==> src/rtl/hazard_pkg.sv <==
// Shared types and constants for the pipeline hazard controller.
package hazard_pkg;

  typedef enum logic [1:0] {
    RUN      = 2'd0,
    MEM_WAIT = 2'd1,
    HALT     = 2'd2
  } hz_state_t;

  localparam int                   REG_IDX_W = 5;
  localparam logic [REG_IDX_W-1:0] REG_ZERO  = 5'd0;

  // A load in E whose destination is read by the instruction in D.
  // x0 is hard-wired to zero, so it can never create a dependency.
  function automatic logic load_use(
    input logic                 is_load,
    input logic                 reg_write,
    input logic [REG_IDX_W-1:0] rd_e,
    input logic [REG_IDX_W-1:0] rs1_d,
    input logic [REG_IDX_W-1:0] rs2_d
  );
    return is_load & reg_write & (rd_e != REG_ZERO) &
           ((rd_e == rs1_d) | (rd_e == rs2_d));
  endfunction

endpackage

==> src/rtl/hazard_perf_cnt.sv <==
// Single saturating event counter; clears on reset and sticks at all-ones.
module hazard_perf_cnt
  import hazard_pkg::*;
#(
  parameter int CNT_W = 32
) (
  input  logic             clk,
  input  logic             rst,
  input  logic             inc,
  output logic [CNT_W-1:0] cnt
);

  logic [CNT_W-1:0] cnt_q, cnt_d;

  // Next count: advance on an event unless already saturated.
  always_comb begin
    cnt_d = cnt_q;
    if (inc && (cnt_q != {CNT_W{1'b1}})) cnt_d = cnt_q + 1'b1;
  end

  // Counter register with synchronous clear.
  always_ff @(posedge clk) begin
    if (rst) cnt_q <= '0;
    else     cnt_q <= cnt_d;
  end

  assign cnt = cnt_q;

endmodule

==> src/rtl/hazard_stall_ctrl.sv <==
// Producer-side hazard control for the F-D-E-M-WB pipeline: load-use
// bubbles, branch flushes, and a data-memory wait FSM with timeout/halt.
// Build option: define HAZARD_PERF_CNT_EN to add StallCnt/FlushCnt outputs.
module hazard_stall_ctrl
  import hazard_pkg::*;
#(
  parameter int MEM_TIMEOUT = 16,
  parameter int CNT_W       = 32
) (
  input  logic                 clk,
  input  logic                 rst,
  input  logic [REG_IDX_W-1:0] Rs1_D,
  input  logic [REG_IDX_W-1:0] Rs2_D,
  input  logic [REG_IDX_W-1:0] RD_E,
  input  logic                 RegWriteE,
  input  logic                 ResultSrcE0,
  input  logic                 PCSrcE,
  input  logic                 MemReqM,
  input  logic                 MemReadyM,
  output logic                 StallF,
  output logic                 StallD,
  output logic                 StallE,
  output logic                 StallM,
  output logic                 FlushD,
  output logic                 FlushE,
  output logic                 FlushW,
`ifdef HAZARD_PERF_CNT_EN
  output logic [CNT_W-1:0]     StallCnt,
  output logic [CNT_W-1:0]     FlushCnt,
`endif
  output logic                 MemErr
);

  localparam int               TMR_W    = $clog2(MEM_TIMEOUT) + 1;
  localparam logic [TMR_W-1:0] TMR_LAST = TMR_W'(MEM_TIMEOUT - 1);

  // Reject configurations the timer cannot represent.
  if (MEM_TIMEOUT < 2) begin : g_bad_timeout
    $error("hazard_stall_ctrl: MEM_TIMEOUT must be >= 2");
  end
  if (CNT_W < 1) begin : g_bad_cnt_w
    $error("hazard_stall_ctrl: CNT_W must be >= 1");
  end

  hz_state_t        state_q, state_d;
  logic [TMR_W-1:0] timer_q, timer_d;
  logic             mem_err_q, mem_err_d;

  logic lu;       // load-use dependency between E and D
  logic mem_hold; // freeze F/D/E/M and bubble WB this cycle
  logic haz_eval; // apply branch / load-use rules this cycle

  assign lu = load_use(ResultSrcE0, RegWriteE, RD_E, Rs1_D, Rs2_D);

  // Next-state logic: memory wait entry, release, timeout and halt.
  always_comb begin
    state_d   = state_q;
    timer_d   = timer_q;
    mem_err_d = mem_err_q;
    mem_hold  = 1'b0;
    haz_eval  = 1'b0;
    unique case (state_q)
      RUN: begin
        if (MemReqM && !MemReadyM) begin
          mem_hold = 1'b1;
          timer_d  = TMR_W'(1);
          state_d  = MEM_WAIT;
        end else begin
          haz_eval = 1'b1;
        end
      end
      MEM_WAIT: begin
        if (MemReadyM) begin
          // Hazards held in E during the wait are handled on release.
          haz_eval = 1'b1;
          timer_d  = '0;
          state_d  = RUN;
        end else if (timer_q == TMR_LAST) begin
          mem_hold  = 1'b1;
          mem_err_d = 1'b1;
          state_d   = HALT;
        end else begin
          mem_hold = 1'b1;
          timer_d  = timer_q + 1'b1;
        end
      end
      HALT: begin
        mem_hold = 1'b1;
      end
      default: begin
        state_d = RUN;
        timer_d = '0;
      end
    endcase
  end

  // Output decode; everything is quiet while reset is asserted.
  always_comb begin
    StallF = 1'b0;
    StallD = 1'b0;
    StallE = 1'b0;
    StallM = 1'b0;
    FlushD = 1'b0;
    FlushE = 1'b0;
    FlushW = 1'b0;
    if (!rst) begin
      if (mem_hold) begin
        StallF = 1'b1;
        StallD = 1'b1;
        StallE = 1'b1;
        StallM = 1'b1;
        FlushW = 1'b1;
      end else if (haz_eval) begin
        if (PCSrcE) begin
          // Taken branch squashes D and E; any load-use there is moot.
          FlushD = 1'b1;
          FlushE = 1'b1;
        end else if (lu) begin
          StallF = 1'b1;
          StallD = 1'b1;
          FlushE = 1'b1;
        end
      end
    end
  end

  // State, timer and sticky error registers.
  always_ff @(posedge clk) begin
    if (rst) begin
      state_q   <= RUN;
      timer_q   <= '0;
      mem_err_q <= 1'b0;
    end else begin
      state_q   <= state_d;
      timer_q   <= timer_d;
      mem_err_q <= mem_err_d;
    end
  end

  assign MemErr = mem_err_q;

`ifdef HAZARD_PERF_CNT_EN
  hazard_perf_cnt #(.CNT_W(CNT_W)) u_stall_cnt (
    .clk (clk),
    .rst (rst),
    .inc (StallF),
    .cnt (StallCnt)
  );

  hazard_perf_cnt #(.CNT_W(CNT_W)) u_flush_cnt (
    .clk (clk),
    .rst (rst),
    .inc (FlushD),
    .cnt (FlushCnt)
  );
`endif

endmodule

==> config.mk <==
export PLATFORM = sky130hd
export DESIGN_NAME = hazard_stall_ctrl
export DESIGN_NICKNAME = d
export VERILOG_FILES = /design/src/rtl/hazard_pkg.sv /design/src/rtl/hazard_perf_cnt.sv /design/src/rtl/hazard_stall_ctrl.sv
export SDC_FILE = /design/constraint.sdc
export NUM_CORES = 1
export LEC_CHECK = 0
export BUFFER_PORTS_ARGS = -buffer_cell sky130_fd_sc_hd__buf_2
export CORE_MARGIN = 5
export CORE_UTILIZATION = 47
export DETAILED_ROUTE_END_ITERATION = 10
export MAX_ROUTING_LAYER = met4
export PLACE_DENSITY = 0.81
export SLEW_MARGIN = 0
export SYNTH_ARGS = -nofsm -noshare
export SYNTH_HDL_FRONTEND = slang
export SYNTH_SLANG_ARGS = --single-unit
==> constraint.sdc <==
create_clock -name clk -period 3.8 [get_ports clk]
set_input_delay 0.19 -clock clk [delete_from_list [all_inputs] [get_ports clk]]
set_output_delay 0.19 -clock clk [all_outputs]
set_load 0.005 [all_outputs]
# Yosys cells after proc, flatten, opt, wreduce, memory -nomap -nowiden
# Cells that the tools add are included.
# classes
eq_ne	8
n_bitwise	6
n_mux	29
add_sub_neg	1
n_reduce_logical	7
# ops
op	n
two-way mux 1 bit	19
two-way mux 5 bit	3
one-hot mux 5 bit (3 select lines)	1
equality test 5 bit	2
AND reduction 3 bit	3
two-way mux 2 bit	3
inequality test 3 bit (second input constant)	2
one-hot mux 2 bit (3 select lines)	1
adder 5 x 1 -> 5 bit (second input constant)	1
equality test 5 x 4 -> 1 bit (second input constant)	1
nonzero test 5 bit	1
bitwise AND 1 bit	3
one-hot mux 1 bit (3 select lines)	1
equality test 2 x 1 -> 1 bit (second input constant)	1
equality test 2 bit (second input constant)	1
zero test 2 bit	1
inequality test 2 bit (second input constant)	1
inverter 1 bit	2
one-hot mux 1 bit (2 select lines)	1
logical AND 1 bit	1
zero test 1 bit	1
OR 1 bit	1
# totals
word_cells	54
ff_bits	8
in_bits	22
out_inout_bits	8

# Longest topological paths before layout
# Gate-level depths: netlist (run 1).
# depth
word_depth	8
mapped_depth	7
ltp_nobuf	7

# Worst setup path before layout (run 1)
# OpenSTA, ideal clock, no wires.
# synth_path
path_type	register -> register
startpoint	reg timer_q[0]
endpoint	reg timer_q[3]
required_time_ns	3.685
period_less_slack_ns	1.603
path_slack_ns	2.197
setup_time_ns	0.115
path_buffers	0
path_stages_with_launch	8
arrival_time_ns	1.488
cell_sequence	dfxtp_1 -> ha_1 -> and3_1 -> ha_1 -> nand4bb_2 -> o21ai_2 -> o21a_1 -> o21ba_2
# synth_between
elab_chain_len	4
elab_cells_between_ends	7
classes_between	add/sub: 1; eq/ne: 2; mux: 3; reduce/logical: 1
# synth_rtl
element	line_no	rtl
start: declaration	hazard_stall_ctrl.sv:46	logic [TMR_W-1:0] timer_q, timer_d;
start signal: assignment	hazard_stall_ctrl.sv:135	timer_q <= timer_d;
adder 5 x 1 -> 5 bit	hazard_stall_ctrl.sv:84	timer_d = timer_q + 1'b1;
two-way mux 5 bit	hazard_stall_ctrl.sv:78	end else if (timer_q == TMR_LAST) begin
two-way mux 5 bit	hazard_stall_ctrl.sv:73	if (MemReadyM) begin
one-hot mux 5 bit (3 select lines)	hazard_stall_ctrl.sv:62	unique case (state_q)
# Parallel ways exist; a longest one is shown, timed or not. The select of a mux whose other input is x is not followed.
# A chain may end at the register's enable or synchronous reset.

# Worst setup path after layout (run 1)
# layout_path
startpoint	reg state_q[0]
endpoint	out StallD
# layout_between
elab_chain_len	5
elab_cells_between_ends	8
classes_between	eq/ne: 2; mux: 5; reduce/logical: 1
# layout_rtl
element	line_no	rtl
start: declaration	hazard_stall_ctrl.sv:45	hz_state_t state_q, state_d;
start signal: assignment	hazard_stall_ctrl.sv:134	state_q <= state_d;
equality test 2 x 1 -> 1 bit or zero test 2 bit (tied branches)	hazard_stall_ctrl.sv:62	
one-hot mux 1 bit (2 select lines)	hazard_stall_ctrl.sv:62	
two-way mux 1 bit	hazard_stall_ctrl.sv:113	end else if (haz_eval) begin
two-way mux 1 bit *	hazard_stall_ctrl.sv:107	if (mem_hold) begin
two-way mux 1 bit *	hazard_stall_ctrl.sv:106	if (!rst) begin
end: declaration	hazard_stall_ctrl.sv:21	output logic StallD,
# Mark *: on every way between the ends. The rest lies on a longest branch, timed or not.

==> impl_metrics.tcl, run 1 <==
set metrics [dict create \
    status "finished clean" \
    nets 126 \
    grt-ovfl-total 0 \
    hp-class "input port to flop" \
    drt-vias-per-instance 5.30 \
    ys.flop_type "dfxtp_1" \
    p_leak_nw 0.358 \
    ctsRootBufferMaster "clkbuf_4" \
    htree_levels 1 \
    rows 13 \
    synth-edff-count 0 \
    fin_crit_sh_pct 49.4 \
    first_iter_violations 21 \
    instances_no_fill 115 \
    first_pass_iters 4 \
    wl_met1_um 535 \
    drc 0 \
    grt_pass1_vias 563 \
    rsz0062_at_grt "false" \
    crit_path_max_incr_delay_ns 0.44 \
    period_needed_ns 1.88 \
    netlist_instances 73 \
    port_buffers 29 \
    drive_gt1_share_pct 39.0 \
    place_inst 112 \
    cts_buffers 3 \
    critPathLaunch "state_q[0]" \
    ys_ff_latch 8 \
    setup_tns_ns 0 \
    synthArstFlopShare_pct 0 \
    grt_pass1_wl_um 2160 \
    slew_violations 0 \
    setup_violations 0 \
    clock_skew_ns 0.00290 \
    die-area_um2 2150 \
    clockBufferDepth 2 \
    max_slew_margin_pct 70.9 \
    syn_area_per_cell_um2 8.50 \
    worst-path-max-fanout 13 \
    die_x_um 46.3 \
    die_h_um 46.3 \
    finalHoldViolations 0 \
    worstSkewPairLatency_ns 0.26 \
    synth_nets 97 \
    slowest_stage "dfxtp_1" \
    synth_warnings 0 \
    diodes 0 \
    r2r_start "timer_q[0]" \
    antenna_left 0 \
    num_vias 610 \
    design_area_um2 776 \
    power_density_nw_per_um2 258 \
    avgRoutedWirePerCell_um 11.8 \
    io_pins 30 \
    synthToLayoutAreaGrowth_pct 25.0 \
    synth_cell_type_count 34 \
    arrival_ns 1.69 \
    cp-start-kind "flop" \
    clock-sinks 8 \
    routed-wl-met2_um 632 \
    cts_setup_buffers 0 \
    final_util_pct 61.1 \
    dr_wl_met3_um 137 \
    clkSlewWorstSetupHoldPaths_ns 0.05 \
    grtUsageTotal_pct 14.8 \
    critPathKind "flop to primary output" \
    maxCapViolCount 0 \
    start_util_pct 48.9 \
    cts_resized 0 \
    required_ns 3.61 \
    netlist_area_um2 621 \
    total_power_mw 0.200 \
    place.gp.congestion 0.814 \
    ir_drop_uv 126 \
    cts_hold_buf 0 \
    synth_area_leaders "dfxtp_1, xor2_1, nor2_1, ha_1, buf_4" \
    worst_setup_path_end_kind "primary output" \
    core_area_um2 1270 \
    antenna_found_initial 0 \
    grt_max_degree 14 \
    cts_tree "yes" \
    synth.top_cell.area_share_pct 25.8 \
    yosysTopAreaCell "dfxtp_1" \
    place_hpwl_um 1100 \
    dpl_cell_area_um2 753 \
    tightest_slew_ns 0.435 \
    routed.top_layer "met4" \
    cp_cell_sequence "o21ba_2 > nor3_2 > o2111ai_1 > o31ai_1 > buf_2" \
    hold_start "rst" \
    ys_seq_area_share_pct 25.8 \
    fmax_mhz 533 \
    drt-total-wl_um 1360 \
]
per-stage QoR:
stage	setup slack, ns	hold slack [ns]
6_report	1.92	0.212
5_1_grt	1.77	0.229
4_1_cts	1.93	0.217
3_5_place_dp	2.08	0.438
3_3_place_gp	2.14	0.440
2_1_floorplan	2.20	0.406
power breakdown:
part | internal (mW) | switching, mW
clock | 0.0363 | 0.0308
sequential | 0.0856 | 0.00303
combinational | 0.0235 | 0.0211
total | 0.145 | 0.0549
layer usage:
| layer | up-vias | GRT usage, % |
|---|---|---|
| li1 | 309 | - |
| met1 | 258 | 16.6 |
| met2 | 35 | 23.1 |
| met3 | 8 | 2.73 |
| met4 | 0 | 10.8 |
| met5 | - | - |
cells by family (layout without fill, tap and decap cells):
logic type / count (synthesis) / in the layout / share of synthesized area [%]
and+or+nand+nor: 23 / 23 / 22.6
xor gates and xnor gates: 11 / 11 / 15.5
DFF: 8 / 8 / 25.8
buffers and inverters: 8 / 35 / 6.85
muxes: 2 / 2 / 3.43
adders and majority gates: 2 / 2 / 4.03
AOI/OAI and AO/OA: 19 / 19 / 21.8
worst max-delay path: cells and delay by family, from the launching register on:
kind,cells,cell delay (ns)
compound gates,3,0.69
buf+inv,1,0.16
flops,1,0.44
simple gates,1,0.13
placed cells by master (no fill, tap or decap), drive strengths merged:
cell type and count:
and2 1, o2111ai 1, nor3 4, xor2 11, nand3 2, dfxtp 8
or4 1, mux2 1, o21a 3, a21oi 4, nor3b 1, nor2 7
a22oi 1, o31ai 1, buf 29, o211ai 1, nand4bb 1, o21ba 2
mux2i 1, nand4b 1, inv 3, o21bai 1, nand2 2, o21ai 3
ha 2, nand2b 1, nand3b 1, clkbuf 3, a211oi 1, and3 1
a21o 1
registers in the layout, summed over array words and instances, names as in the netlist:
name,count
MemErr,1
timer_q,5
state_q,2
synth_stat cells (2+ instances only):
cell type and number:
xor2_1 11, dfxtp_1 8, o21a_1 3, ha_1 2
a21oi_1 4, nor3_1 3, o21ai_0 2, nand3_1 2
o21ba_2 2, nand2_1 2, nor2_1 7, buf_4 3
inv_1 3
final timing paths:
| path | endpoint | slack, ns | cells after the start |
|---|---|---|---|
| worst min register to register | MemErr | 0.44 | 2 |
| worst max register to register | timer_q[3] | 2.03 | 7 |
| worst min-delay path | MemErr | 0.21 | 2 |
| worst max-delay path | StallD | 1.92 | 5 |
area by class of cell:
cell class                 count  area (um^2)
clock buffer                   3         22.5
fill                         110          493
inverter                       3         11.3
multi-input combinational     57          418
sequential                     8          160
tap                           15         18.8
timing repair buffer          29          145
Power figures use the tool's default switching activity.
==> inputs of run 2 (changes only) <==
ABC_AREA = 1   (was default)
CORE_UTILIZATION = 46   (was 47)
PLACE_DENSITY = 0.78   (was 0.81)
clock period = 1.82 ns   (was 3.8 ns; I/O delays follow)
==> run 2 against run 1 <==
Utilization decreased by 2.6 points. Clock skew down 0.0023 ns. Synthesized cell count grew 66%.
==> impl_metrics.tcl, run 2 <==
set metrics [dict create \
    r2r_start "timer_q[0]" \
    largest-register "timer_q" \
    drt-vias-per-instance 4.69 \
    slowest_stage "dfxtp_1" \
    ir_drop_uv 346 \
    required_ns 1.96 \
    yosysMostFrequentCell "nand2_1" \
    hold_start "rst" \
    clkSlewWorstSetupHoldPaths_ns 0.05 \
    arrival_ns 1.63 \
    synth.top_cell.area_share_pct 23.0 \
    place_hpwl_um 1320 \
    drt-total-wl_um 1550 \
    netlist_instances 121 \
    hp-class "input port to flop" \
    die_x_um 48.9 \
    rows 14 \
    fmax_mhz 670 \
    antenna_found_initial 0 \
    clock-sinks 8 \
    synth-edff-count 0 \
    ys_ff_latch 8 \
    worst_setup_path_end_kind "flop" \
    ctsRootBufferMaster "clkbuf_4" \
    synth_area_leaders "dfxtp_1, nand2_1, inv_1, nor2_1, nand3_1" \
    synth_nets 145 \
    cp_cell_sequence "ha_1 > nand2_1 > nor2_1 > ha_1 > nand2_4 > nand3_4 > inv_4 > o21ai_0 > a21oi_1" \
    slew_violations 0 \
    place.gp.congestion 0.850 \
    maxCapViolCount 0 \
    dpl_cell_area_um2 838 \
    critPathMostFrequentCell "ha_1" \
    port_buffers 29 \
    critPathKind "flop to flop" \
    tightest_slew_ns 0.202 \
    layout_commonest_cell "nand2_1" \
    die_h_um 48.9 \
    io_pins 30 \
    r2r_slack_ns 0.33 \
    crit_path_max_incr_delay_ns 0.36 \
    core_area_um2 1470 \
    setup_violations 0 \
    nFillCells 159 \
    netlist_area_um2 696 \
    synthToLayoutAreaGrowth_pct 23.7 \
    fin_crit_sh_pct 82.0 \
    clock_skew_ns 0.000549 \
    fin_hold_ws_ns 0.0801 \
    cts_buffers 3 \
    nets 176 \
    setup_tns_ns 0 \
    die-area_um2 2390 \
    r2r-end "timer_q[0]" \
    design_area_um2 861 \
    first_iter_violations 9 \
    rr_worst_depth 9 \
    final_cell_mix "nand2_1, buf_2, inv_1, nor2_1, nand3_1" \
    period_needed_ns 1.49 \
    antenna_left 0 \
    power_density_nw_per_um2 511 \
    cts_setup_buffers 0 \
    yosysTopAreaCell "dfxtp_1" \
    ys_seq_area_share_pct 23.0 \
    cpLargestDelayFamily "adder cells" \
    synthArstFlopShare_pct 0 \
    synth_cell_type_count 18 \
    diodes 0 \
    synth_warnings 0 \
    max_slew_margin_pct 86.4 \
    grt_pass1_vias 721 \
    avgRoutedWirePerCell_um 9.34 \
    crit_buf_inv 1 \
    ys.flop_type "dfxtp_1" \
    drc 0 \
    htree_levels 1 \
    start_util_pct 47.3 \
    grt_max_degree 7 \
    grt-ovfl-total 0 \
    grt_pass1_wl_um 2740 \
    p_leak_nw 0.506 \
    synth_common_cells "nand2_1, inv_1, nor2_1" \
    worst-path-max-fanout 5 \
    clockBufferDepth 2 \
    finalHoldViolations 0 \
    status "finished clean" \
    grtUsageTotal_pct 14.0 \
    cp-start-kind "flop" \
    syn_area_per_cell_um2 5.75 \
    rsz0062_at_grt "false" \
    holdPathEnd "timer_q[1]" \
    hold_depth 2 \
    worstSkewPairLatency_ns 0.25 \
    num_vias 779 \
    first_pass_iters 4 \
    drive_gt1_share_pct 27.3 \
    cts_resized 0 \
    largest_reg_flops 5 \
    cts_tree "yes" \
    cts_hold_buf 0 \
]
run 2: changes by cell type in the layout (fill, tap and decap cells not counted), sizes merged, moves of 4 or more:
| cell | previous run | this run |
|---|---|---|
| inv | 3 | 26 |
| a21oi | 4 | 8 |
| nand3 | 2 | 10 |
| xor2 | 11 | 0 |
| nand2 | 2 | 38 |
| nor2 | 7 | 16 |
run 2: through the flow:
| step | power [mW] | utilization, % | instances | setup WS [ns] |
|---|---|---|---|---|
| 4_1_cts | 0.441 | 58.5 | 166 | 0.331 |
| 3_5_place_dp | 0.310 | 57.0 | 163 | 0.348 |
| 2_1_floorplan | 0.263 | - | 121 | 0.467 |
| 5_1_grt | 0.470 | 58.5 | 166 | 0.164 |
| 6_report | 0.440 | 58.5 | 166 | 0.328 |
| 3_3_place_gp | 0.306 | 57.0 | 163 | 0.417 |
run 2: cell families after synthesis:
kind of cell	Yosys count	share of synthesized area, %
AOI/OAI and AO/OA	15	11.5
adders and majority gates	2	3.60
and+or+nand+nor	65	41.7
xor gates and xnor gates	2	2.52
buffers and inverters	29	17.6
DFF	8	23.0
run 2: routing by layer:
layer / vias to the layer above / GRT usage (%) / share of wire (%)
li1: 421 / - / -
met1: 336 / 16.9 / 45
met2: 22 / 22.0 / 49
met3: 0 / 5.20 / 6.5
met4: 0 / 3.14 / 0
met5: - / - / 0
run 2: worst register-to-register path, stage by stage, from the launching register on:
cell and delay, ns:
dfxtp_1 0.36, ha_1 0.18, nand2_1 0.08, nor2_1 0.09, ha_1 0.22, nand2_4 0.08, nand3_4 0.10, inv_4 0.05
o21ai_0 0.15, a21oi_1 0.06
run 2: final cells by class:
class	count	area [um^2]	share of cell area (%)
multi-input combinational	84	413	48.0
tap	16	20.0	2.33
clock buffer	3	22.5	2.62
sequential	8	160	18.6
inverter	26	100	11.6
timing repair buffer	29	145	16.9
run 2: worst max path at each step:
stage	start	end	slack, ns	cells past startpoint
6_report	timer_q[0]	timer_q[0]	0.33	9
5_1_grt	timer_q[0]	timer_q[0]	0.16	9
4_1_cts	timer_q[0]	timer_q[0]	0.33	9
3_5_place_dp	timer_q[0]	timer_q[0]	0.35	9
3_3_place_gp	timer_q[0]	timer_q[0]	0.42	9
2_1_floorplan	timer_q[0]	timer_q[3]	0.47	10
run 2: power by group:
part / internal (mW) / total, mW / leakage, nW / switching, mW
clock network: 0.0753 / 0.134 / 0.0138 / 0.0590
registers: 0.181 / 0.185 / 0.0651 / 0.00405
logic: 0.0533 / 0.121 / 0.427 / 0.0677
==> inputs of run 3 (changes only) <==
clock period = 1.5 ns   (was 1.82 ns; I/O delays follow)
==> run 3 against run 2 <==
Die area is the same. Non-clock buffer count rose by 1. First-iteration DRC count increased by 33%. Sequential share of layout area decreased by 0.51 points. Worst setup slack got worse by 0.30 ns. Critical path depth grew 2. Sequential power increased by 23%. Clock power grew 21%. Global-route usage unchanged. Clock skew up 0.00064 ns. Clock-buffer cell count unchanged. Wire length up 9.0%. Critical path type unchanged. Highest routed layer is now met4.
==> impl_metrics.tcl, run 3 (synthesized netlist as in run 2, its figures left out) <==
set metrics [dict create \
    io_pins 30 \
    power.share.switching_pct 30.1 \
    drive_gt1_share_pct 34.4 \
    grt-ovfl-total 0 \
    hp-class "input port to flop" \
    rsz0062_at_grt "true" \
    drt-vias-per-instance 4.83 \
    fin_hold_ws_ns 0.0812 \
    cts_hold_buf 0 \
    avgRoutedWirePerCell_um 10.1 \
    pre_cts_ws_ns 0.0282 \
    instances_no_fill 167 \
    fin_ws_ns 0.0267 \
    clock_skew_ns 0.00119 \
    place_inst 163 \
    max_slew_margin_pct 87.1 \
    worst_setup_path_end_kind "flop" \
    drt-total-wl_um 1690 \
    clock-sinks 8 \
    ir_drop_uv 428 \
    antenna_left 0 \
    slew_violations 0 \
    cp-start-kind "flop" \
    nets 177 \
    status "finished clean" \
    cts_tree "yes" \
    slowest_stage "dfxtp_2" \
    cts_buffers 3 \
    fin_crit_sh_pct 98.2 \
    first_iter_violations 12 \
    synthToLayoutAreaGrowth_pct 30.2 \
    p_leak_nw 0.511 \
    power.internal_mw 0.383 \
    clockBufferDepth 2 \
    p_comb_share_pct 29.0 \
    start_util_pct 47.3 \
    required_ns 1.65 \
    maxCapViolCount 0 \
    core_area_um2 1470 \
    tightest_slew_ns 0.193 \
    die_x_um 48.9 \
    antenna_found_initial 0 \
    seqPwrFrac_pct 41.5 \
    htree_levels 1 \
    first_pass_iters 4 \
    final_cell_mix "nand2_1, buf_2, inv_1, nor2_1, nand3_1" \
    crit_path_max_incr_delay_ns 0.37 \
    fmax_mhz 679 \
    place_hpwl_um 1320 \
    largest_reg_flops 5 \
    grt_pass1_vias 721 \
    finalHoldViolations 0 \
    grtUsageTotal_pct 14.0 \
    rows 14 \
    die_h_um 48.9 \
    drc 0 \
    diodes 0 \
    power_density_nw_per_um2 605 \
    power_frac_clock_pct 29.6 \
    clkSlewWorstSetupHoldPaths_ns 0.05 \
    worst-path-max-fanout 5 \
    arrival_ns 1.62 \
    place.gp.congestion 0.850 \
    cpLargestDelayFamily "simple AND/OR/NAND/NOR gates" \
    cp_cell_sequence "ha_4 > nand2_1 > nor2_1 > ha_2 > nand2_4 > nand3_4 > inv_4 > nand2_2 > nand2_1 > nand2_2 > nor2_2" \
    setup_violations 0 \
    crit_buf_inv 1 \
    p_sw_mw 0.165 \
    layout_commonest_cell "nand2_1" \
    grt_max_degree 7 \
    die-area_um2 2390 \
    critPathKind "flop to flop" \
    grt_pass1_wl_um 2740 \
    num_vias 806 \
    worstSkewPairLatency_ns 0.25 \
    port_buffers 29 \
    ctsRootBufferMaster "clkbuf_4" \
    largest-register "timer_q" \
    period_needed_ns 1.47 \
]
[run 3: repair_timing]
action / CTS / global route
resized for setup: 0 / 15
buffers inserted: 0 / 1
setup endpoints to repair: 0 / 8
[run 3: cell type report]
class,instances,area [um^2]
flip-flops and latches,8,164
fillers,156,566
multi-input cells,84,447
inverters,26,100
well taps,16,20.0
clock buffers,3,22.5
repair buffers,30,153
[run 3: final timing paths]
path	from	to	slack [ns]	cells past startpoint
worst min-delay path	rst	timer_q[1]	0.08	2
worst max-delay path	timer_q[0]	timer_q[3]	0.03	11
worst max register to register	timer_q[0]	timer_q[3]	0.03	11
worst min register to register	MemErr	MemErr	0.45	2
[run 3: per-layer routing]
layer | wire length [um] | global-route usage [%] | share of wire (%)
met5 | 0 | - | 0
met4 | 25 | 3.14 | 1.5
met3 | 102 | 5.20 | 6.0
met2 | 838 | 22.0 | 50
met1 | 722 | 16.9 | 43
[run 3: power by group through the flow]
stage	clock (mW)	combinational [mW]	sequential [mW]
2_1_floorplan	0	0.0917	0.228
3_3_place_gp	0	0.143	0.228
3_5_place_dp	0	0.147	0.229
4_1_cts	0.163	0.148	0.224
5_1_grt	0.175	0.184	0.228
6_report	0.162	0.159	0.227
[run 3: per-stage QoR]
| step | instance area (um^2) | total power [mW] | TNS (ns) | utilization (%) |
|---|---|---|---|---|
| 3_3_place_gp | 838 | 0.371 | 0 | 57.0 |
| 6_report | 906 | 0.548 | 0 | 61.6 |
| 5_1_grt | 906 | 0.587 | -0.219 | 61.6 |
| 4_1_cts | 861 | 0.535 | 0 | 58.5 |
| 3_5_place_dp | 838 | 0.376 | 0 | 57.0 |
| 2_1_floorplan | 696 | 0.319 | 0 | - |
